## src/rtl/led_bank_ctrl.sv

```systemverilog
// led_bank_ctrl: memory-mapped LED bank where each channel is off, on, blinking or PWM-dimmed.
// Build option LED_BREATHE_EN adds a global triangular "breathe" duty for PWM channels with bit[2] set.
module led_bank_ctrl #(
  parameter int CHANNELS    = 4,
  parameter int ADDR_W      = 2,
  parameter int PRESCALE    = 1000,
  parameter int BLINK_TICKS = 250
) (
  input  logic                clk_i,
  input  logic                rst_n_i,
  input  logic                load_i,
  input  logic [ADDR_W-1:0]   addr_i,
  input  logic [15:0]         in_i,
  output logic [15:0]         out_o,
  output logic [CHANNELS-1:0] led_o
);

  localparam int PS_W = (PRESCALE > 1) ? $clog2(PRESCALE) : 1;
  localparam int BT_W = (BLINK_TICKS > 1) ? $clog2(BLINK_TICKS) : 1;
  localparam logic [PS_W-1:0] PS_LAST = PS_W'(PRESCALE - 1);
  localparam logic [BT_W-1:0] BT_LAST = BT_W'(BLINK_TICKS - 1);

  localparam logic [1:0] MODE_OFF   = 2'b00;
  localparam logic [1:0] MODE_ON    = 2'b01;
  localparam logic [1:0] MODE_BLINK = 2'b10;
  localparam logic [1:0] MODE_PWM   = 2'b11;

  logic [1:0]          mode_q [CHANNELS];
  logic [7:0]          duty_q [CHANNELS];
  logic [7:0]          duty_eff [CHANNELS];
  logic [CHANNELS-1:0] wr_en;

  logic [PS_W-1:0]     presc_q, presc_d;
  logic [BT_W-1:0]     tcnt_q, tcnt_d;
  logic                blink_q, blink_d;
  logic [7:0]          pwm_q, pwm_d;
  logic                tick;
  logic [CHANNELS-1:0] led_q, led_d;

  // Out-of-range addresses match no channel, so writes to them fall on the floor.
  always_comb begin
    wr_en = '0;
    for (int i = 0; i < CHANNELS; i++) begin
      wr_en[i] = load_i && (addr_i == ADDR_W'(i));
    end
  end

  always_ff @(posedge clk_i or negedge rst_n_i) begin
    if (!rst_n_i) begin
      for (int i = 0; i < CHANNELS; i++) begin
        mode_q[i] <= MODE_OFF;
        duty_q[i] <= 8'h00;
      end
    end else begin
      for (int i = 0; i < CHANNELS; i++) begin
        if (wr_en[i]) begin
          mode_q[i] <= in_i[1:0];
          duty_q[i] <= in_i[15:8];
        end
      end
    end
  end

  assign tick = (presc_q == PS_LAST);

  always_comb begin
    presc_d = tick ? '0 : presc_q + PS_W'(1);
    tcnt_d  = tcnt_q;
    blink_d = blink_q;
    pwm_d   = pwm_q + 8'd1;
    if (tick) begin
      if (tcnt_q == BT_LAST) begin
        tcnt_d  = '0;
        blink_d = ~blink_q;
      end else begin
        tcnt_d  = tcnt_q + BT_W'(1);
      end
    end
  end

  always_ff @(posedge clk_i or negedge rst_n_i) begin
    if (!rst_n_i) begin
      presc_q <= '0;
      tcnt_q  <= '0;
      blink_q <= 1'b0;
      pwm_q   <= 8'h00;
    end else begin
      presc_q <= presc_d;
      tcnt_q  <= tcnt_d;
      blink_q <= blink_d;
      pwm_q   <= pwm_d;
    end
  end

`ifdef LED_BREATHE_EN
  // Breathe direction FSM
  //   state   | meaning
  //   BR_UP   | duty increments on each tick; at 255 turns to 254 and goes down
  //   BR_DOWN | duty decrements on each tick; at 0 turns to 1 and goes up
  typedef enum logic {BR_UP = 1'b0, BR_DOWN = 1'b1} br_dir_e;

  br_dir_e    br_dir_q, br_dir_d;
  logic [7:0] br_duty_q, br_duty_d;
  logic       br_sel_q [CHANNELS];
  logic       unused_in;

  assign unused_in = ^in_i[7:3];

  always_ff @(posedge clk_i or negedge rst_n_i) begin
    if (!rst_n_i) begin
      br_dir_q  <= BR_UP;
      br_duty_q <= 8'h00;
      for (int i = 0; i < CHANNELS; i++) br_sel_q[i] <= 1'b0;
    end else begin
      br_dir_q  <= br_dir_d;
      br_duty_q <= br_duty_d;
      for (int i = 0; i < CHANNELS; i++) begin
        if (wr_en[i]) br_sel_q[i] <= in_i[2];
      end
    end
  end

  always_comb begin
    br_dir_d  = br_dir_q;
    br_duty_d = br_duty_q;
    if (tick) begin
      case (br_dir_q)
        BR_UP: begin
          if (br_duty_q == 8'hFF) begin
            br_dir_d  = BR_DOWN;
            br_duty_d = 8'hFE;
          end else begin
            br_duty_d = br_duty_q + 8'd1;
          end
        end
        BR_DOWN: begin
          if (br_duty_q == 8'h00) begin
            br_dir_d  = BR_UP;
            br_duty_d = 8'h01;
          end else begin
            br_duty_d = br_duty_q - 8'd1;
          end
        end
        default: begin
          br_dir_d  = BR_UP;
          br_duty_d = 8'h00;
        end
      endcase
    end
  end

  always_comb begin
    for (int i = 0; i < CHANNELS; i++) begin
      duty_eff[i] = br_sel_q[i] ? br_duty_q : duty_q[i];
    end
  end

  always_comb begin
    out_o = 16'h0000;
    for (int i = 0; i < CHANNELS; i++) begin
      if (addr_i == ADDR_W'(i)) out_o = {duty_q[i], 5'b00000, br_sel_q[i], mode_q[i]};
    end
  end
`else
  logic unused_in;

  assign unused_in = ^in_i[7:2];

  always_comb begin
    for (int i = 0; i < CHANNELS; i++) begin
      duty_eff[i] = duty_q[i];
    end
  end

  always_comb begin
    out_o = 16'h0000;
    for (int i = 0; i < CHANNELS; i++) begin
      if (addr_i == ADDR_W'(i)) out_o = {duty_q[i], 6'b000000, mode_q[i]};
    end
  end
`endif

  always_comb begin
    led_d = '0;
    for (int i = 0; i < CHANNELS; i++) begin
      case (mode_q[i])
        MODE_OFF:   led_d[i] = 1'b0;
        MODE_ON:    led_d[i] = 1'b1;
        MODE_BLINK: led_d[i] = blink_q;
        MODE_PWM:   led_d[i] = (pwm_q < duty_eff[i]);
        default:    led_d[i] = 1'b0;
      endcase
    end
  end

  always_ff @(posedge clk_i or negedge rst_n_i) begin
    if (!rst_n_i) led_q <= '0;
    else          led_q <= led_d;
  end

  assign led_o = led_q;

endmodule
```

## config.mk

```make
export PLATFORM = sky130hd
export DESIGN_NAME = led_bank_ctrl
export DESIGN_NICKNAME = d
export VERILOG_FILES = /design/src/rtl/led_bank_ctrl.sv
export SDC_FILE = /design/constraint.sdc
export NUM_CORES = 1
export LEC_CHECK = 0
export ABC_CLOCK_PERIOD_IN_PS = 3800
export CORE_UTILIZATION = 50
export DETAILED_ROUTE_END_ITERATION = 10
export PLACE_DENSITY = 0.83
export SLEW_MARGIN = 20
export SYNTH_ARGS = -nofsm -noshare
export SYNTH_HDL_FRONTEND = slang
export SYNTH_SLANG_ARGS = --single-unit
```

## constraint.sdc

```tcl
create_clock -name clk_i -period 3.8 [get_ports clk_i]
set_input_delay 0.57 -clock clk_i [delete_from_list [all_inputs] [get_ports clk_i]]
set_output_delay 0.57 -clock clk_i [all_outputs]
set_load 0.05 [all_outputs]
```

Word-level counts from Yosys, hierarchy flattened
Index checks and enable logic that the tools add are counted.
{"block": "word_totals", "register_bits": 71, "latch_bits": 0, "ramBits": 0, "mem_bits_ro": 0, "in_bits": 21, "elab_cells": 58, "n_memories": 0}
{"block": "classes", "add_sub_neg": 3, "n_mul": 0, "div": 0, "order_cmp": 4, "eq_ne": 17, "shifts": 0, "mux": 10, "n_bitwise": 1, "reduce_logical": 10}
{"cell": "two-way mux 16 bit", "n": 4}
{"cell": "less-than comparator 8 bit", "n": 4}
{"cell": "== test 2 bit (second input constant)", "n": 10}
{"cell": "adder 8 x 1 -> 8 bit (second input constant)", "n": 2}
{"cell": "one-hot mux 1 bit (4 select lines)", "n": 4}
{"cell": "adder 10 x 1 -> 10 bit (second input constant)", "n": 1}
{"cell": "== test 10 bit (second input constant)", "n": 1}
{"cell": "== test 2 x 1 -> 1 bit (second input constant)", "n": 5}
{"cell": "logical NOT 2 bit", "n": 5}
{"cell": "two-way mux 10 bit", "n": 1}
{"cell": "== test 8 bit (second input constant)", "n": 1}
{"cell": "two-way mux 8 bit", "n": 1}
{"cell": "logical AND 1 bit", "n": 4}
{"cell": "AND reduction 2 bit", "n": 1}
{"cell": "inverter 1 bit", "n": 1}

Depth between registers and ports, before layout
{"block": "logic_depth", "depth_word": 5, "ltp_mapped": 6}

Worst setup path before layout
No wires, ideal clock.
{"block": "synth_timing", "path_kind": "input to output", "from": "input port addr_i[1]", "to": "output port out_o[10]", "arrival_ns": 1.479, "slack_ns": 1.751, "path_stages": 2, "cell_sequence": "buf_2 -> mux4_2"}
{"block": "synth_via", "elab_chain_cells": 5, "word_cells_on_any_way": 8, "classes_between": "3 x eq/ne; 4 x mux; 1 x reduce/logical"}
{"element": "from (decl)", "line": "12", "rtl": "input logic [ADDR_W-1:0] addr_i,"}
{"element": "logical NOT 2 bit", "line": "178", "rtl": "if (addr_i == ADDR_W'(i)) out_o = {duty_q[i], 6'b000000, mode_q[i]};"}
{"element": "two-way mux 16 bit (3 in series)", "line": "178"}
{"element": "two-way mux 16 bit (*)", "line": "178"}
{"element": "to (decl)", "line": "14", "rtl": "output logic [15:0] out_o,"}
Mark *: on every way between the ends. The rest lies on a longest branch, timed or not.

Final worst setup path
{"block": "layout_timing", "from": "input port addr_i[1]", "to": "output port out_o[1]"}
Same word-level chain as after synthesis.

==> run summary <==
The run finished with clean final reports. Once detail routing completed, the nets flagged for antenna violations numbered 0. The DRC violation total after the first TritonRoute iteration came out at 109. The post-detailed-placement cell area is 4270 um^2. By startpoint and endpoint, the worst setup path is classified as input port to output pin. The transition time at the pin with the least slew margin is 0.729 ns. The number of H-tree levels is 3. TritonCTS built the clock tree. The smallest clock period supported by the final layout is computed as 3.33 ns. The global routing stage identified its most utilized layer as met2. The total count of hold-check failures in the final report is 0. The total congestion overflow is 0. The clock net sink count is 71. The met2 usage in global routing is 34.1%.

The total wire length after detailed routing came out at 7740 um. After synthesis, flip-flops and latches occupy 45.7% of the total area. The met3 track demand over resource in global routing came out at 5.92%. The gate count after technology mapping is 349.

The final standard cell utilization of the core is 61.0%. The number of distinct library cells after synthesis is 37. The number of storage elements in the synthesis netlist came out at 71.

In the routed design, unresolved DRC markers number 0. The signal on the critical path passes through clkdlybuf4s50_1 -> mux4_2 -> clkdlybuf4s50_1. The mean routed wirelength per cell came out at 15.8 um. The tree is rooted in a sky130_fd_sc_hd__clkbuf_8. After detailed routing, the number of vias per cell comes to 5.60. The number of global-route vias before repair was 2,634. The total number of nets in the final design is 439. The number of enable flip-flop cells after synthesis came out at 0. The post-cts sizing count is 0. The first-pass GRT wire length came out at 13,100 um. The worst-case vdd ir drop is 271 uV. The clock transition time at the flip-flop clock pins of the worst setup and hold paths came out at 0.07 ns. The number of antenna violations at the first check in global routing came out at 0. Net switching is 31.0% of the power. The number of vias after detailed routing is 2,743.

Once the clock tree was built, the setup fixing pass inserted 0 buffers. Headroom to the max-slew limit came out at 50.9%. On the critical path, the stage with the largest delay is an instance of sky130_fd_sc_hd__clkdlybuf4s50_1. The starting density of the core is 52.7%. The placer's final routability congestion estimate is 0.908. The HPWL after detailed placement is 5580 um.

The share of total power dissipated in sequential elements is 42.9%. OpenSTA, run right after detailed placement, puts the worst setup slack at 0.479 ns. Yosys instantiated no cell more often than sky130_fd_sc_hd__dfrtp_1. The kind of capture point of the worst setup path is an output pin. The count of pins over their slew limit came out at 0.

The most used flip-flop cell after synthesis is sky130_fd_sc_hd__dfrtp_1. The repair_antennas step left the layout with diodes totalling 0. The cell leakage power is 2.06 nW. The area inside the core boundary came out at 7370 um^2. Across the routed clock network, the largest skew measured is 0.00863 ns. The top-area cell type share of the netlist area is 45.7%.

The setup total negative slack is 0 ns. The met1 layer usage reported by global route came out at 26.7%. The ratio of final minimum period to clock period came out at 87.7%. The die boundary width is 90.2 um. In this run the tool buffered the top-level ports with 28 buffer cells.

The number of endpoints failing setup at the final stage came out at 0. The number of buffers and inverters on the critical path came out at 2. The least setup slack across all paths after layout is 0.466 ns.

The final cell area excluding filler cells came out at 4500 um^2. The number of rows created at floorplan is 31. The switching component of the power came out at 662 uW. Setup repair after global routing left no endpoint under its margin. The iteration count of the initial detailed-routing pass came out at 4. The overall fraction of global-route tracks in use is 21.0%. The clock latency on the worst-skew pair came out at 0.35 ns.

The internal power of the cells totals 1.47 mW. The summed instance area of the synthesized netlist came out at 3890 um^2. Ranked by total cell area, the synthesized netlist is headed by sky130_fd_sc_hd__dfrtp_1 46%, sky130_fd_sc_hd__ha_1 10%, sky130_fd_sc_hd__mux2_2 9.6%. The worst register-to-register path has a depth of 6. Across the run, the number of max-cap violations was 0. The setup slack of the worst register-to-register path is 1.77 ns. The family with the most delay on the worst path is buffers and inverters. The origin of the critical flop-to-flop path is presc_q[0].

The maximum number of pins on one net before global-route repair came out at 46. For this design the ratio of total power to cell area is 475 nW/um^2. During synthesis, Yosys emitted a total of 0 warnings. The largest buffer count on any clock path came out at 2. For the worst setup path, the data required time is 3.23 ns. The area enclosed by the die boundary is 8130 um^2. Buffers inserted to repair hold after CTS numbered 0. The most common cell type on the critical path is sky130_fd_sc_hd__clkdlybuf4s50_1. The number of clock buffers added by TritonCTS is 9. Combinational logic burns 26.2% of the power.

The share of cells above drive strength 1 is 18.4%. The worst min-delay path class is input port to asynchronous set/reset pin. The largest single stage delay on the critical path is 0.85 ns. The total I/O pin count is 41. In the synthesized netlist the async set-or-reset flop fraction comes to 100%. The y dimension of the die is 90.2 um. Counting instances in the post-synthesis netlist gives the leading cell types as 71 x sky130_fd_sc_hd__dfrtp_1, 36 x sky130_fd_sc_hd__inv_1, 33 x sky130_fd_sc_hd__mux2_2. In this run the critical register-to-register path is captured at tcnt_q[2]. The layout overhead on the synthesized area is 15.7%. The synthesized area per cell is 11.1 um^2. The completed layout was analyzed and its total power is 2.13 mW. The maximum fanout encountered on the critical timing path is 8. The top achievable clock speed is 300 MHz.

The startpoint type of the worst setup path is an input port. Data on the critical path arrives at its endpoint at 2.76 ns. The part of the total power dissipated in the clock network came out at 30.9%. The synthesized design spends more area on one cell type than any other, namely sky130_fd_sc_hd__dfrtp_1.
worst reg2reg max path: cells and delay by family, from the launching register on:
family	cells	cell delay, ns
simple gates	3	0.84
flops	1	0.37
buf+inv	1	0.29
fa+ha+maj	1	0.26
compound gates	1	0.18
kinds of logic after synthesis:
group	Yosys count	synth area share [%]
simple gates	80	11.5
flops	71	45.7
compound gates	56	7.73
buf+inv	50	5.63
mux	45	15.9
fa+ha+maj	32	10.3
xor+xnor	14	3.16
other cells	1	0.0965
metal layers:
layer  vias to the layer above  share of wire, %
met1                      1347                44
met3                        18               4.8
met4                         0               1.8
li1                       1303                 -
met5                         -                 0
met2                        75                50
how the worst max path moves through the flow:
stage	from	end	slack (ns)	cells past startpoint
finish	addr_i[1]	out_o[1]	0.47	3
global route	addr_i[1]	out_o[1]	0.44	3
CTS	addr_i[1]	out_o[1]	0.48	3
detailed placement	addr_i[1]	out_o[1]	0.48	3
global placement	addr_i[1]	out_o[1]	0.49	3
floorplan	addr_i[1]	out_o[10]	1.75	2
registers in the layout, indices dropped and copies added (netlist names):
register / count
mode_q: 8
blink_q: 1
duty_eff: 32
tcnt_q: 8
led_o: 4
pwm_q: 8
presc_q: 10
layout make-up:
class                      count  area (um^2)
clock inverter                 5         81.3
sequential                    71         1780
fill                         614         2870
clock buffer                  11          141
timing repair buffer          35          328
multi-input combinational    233         1910
inverter                      36          135
tap                           99          124
stage by stage:
| step | hold WS [ns] | instances |
|---|---|---|
| floorplan | 0.274 | 354 |
| global placement | 0.440 | 474 |
| detailed placement | 0.447 | 474 |
| CTS | 0.224 | 490 |
| global route | 0.263 | 490 |
| finish | 0.217 | 490 |
power groups by stage:
stage          sequential, mW  combinational [mW]  clock, mW
5_1_grt                 0.927               0.601      0.707
3_5_place_dp            0.927               0.559          0
3_3_place_gp            0.921               0.544          0
2_1_floorplan           0.954               0.350          0
4_1_cts                 0.913               0.562      0.682
6_report                0.914               0.559      0.660
cell usage in the layout (no fill, tap or decap), drive strengths merged, types with 11 or more instances in the layout:
master,n
a21oi,22
clkbuf,11
clkdlybuf4s50,27
dfrtp,71
ha,32
inv,36
mux2,33
nand2,20
nand4,12
nor2,11
o21ai,26
No activity file was read; power rests on OpenSTA's default activity.
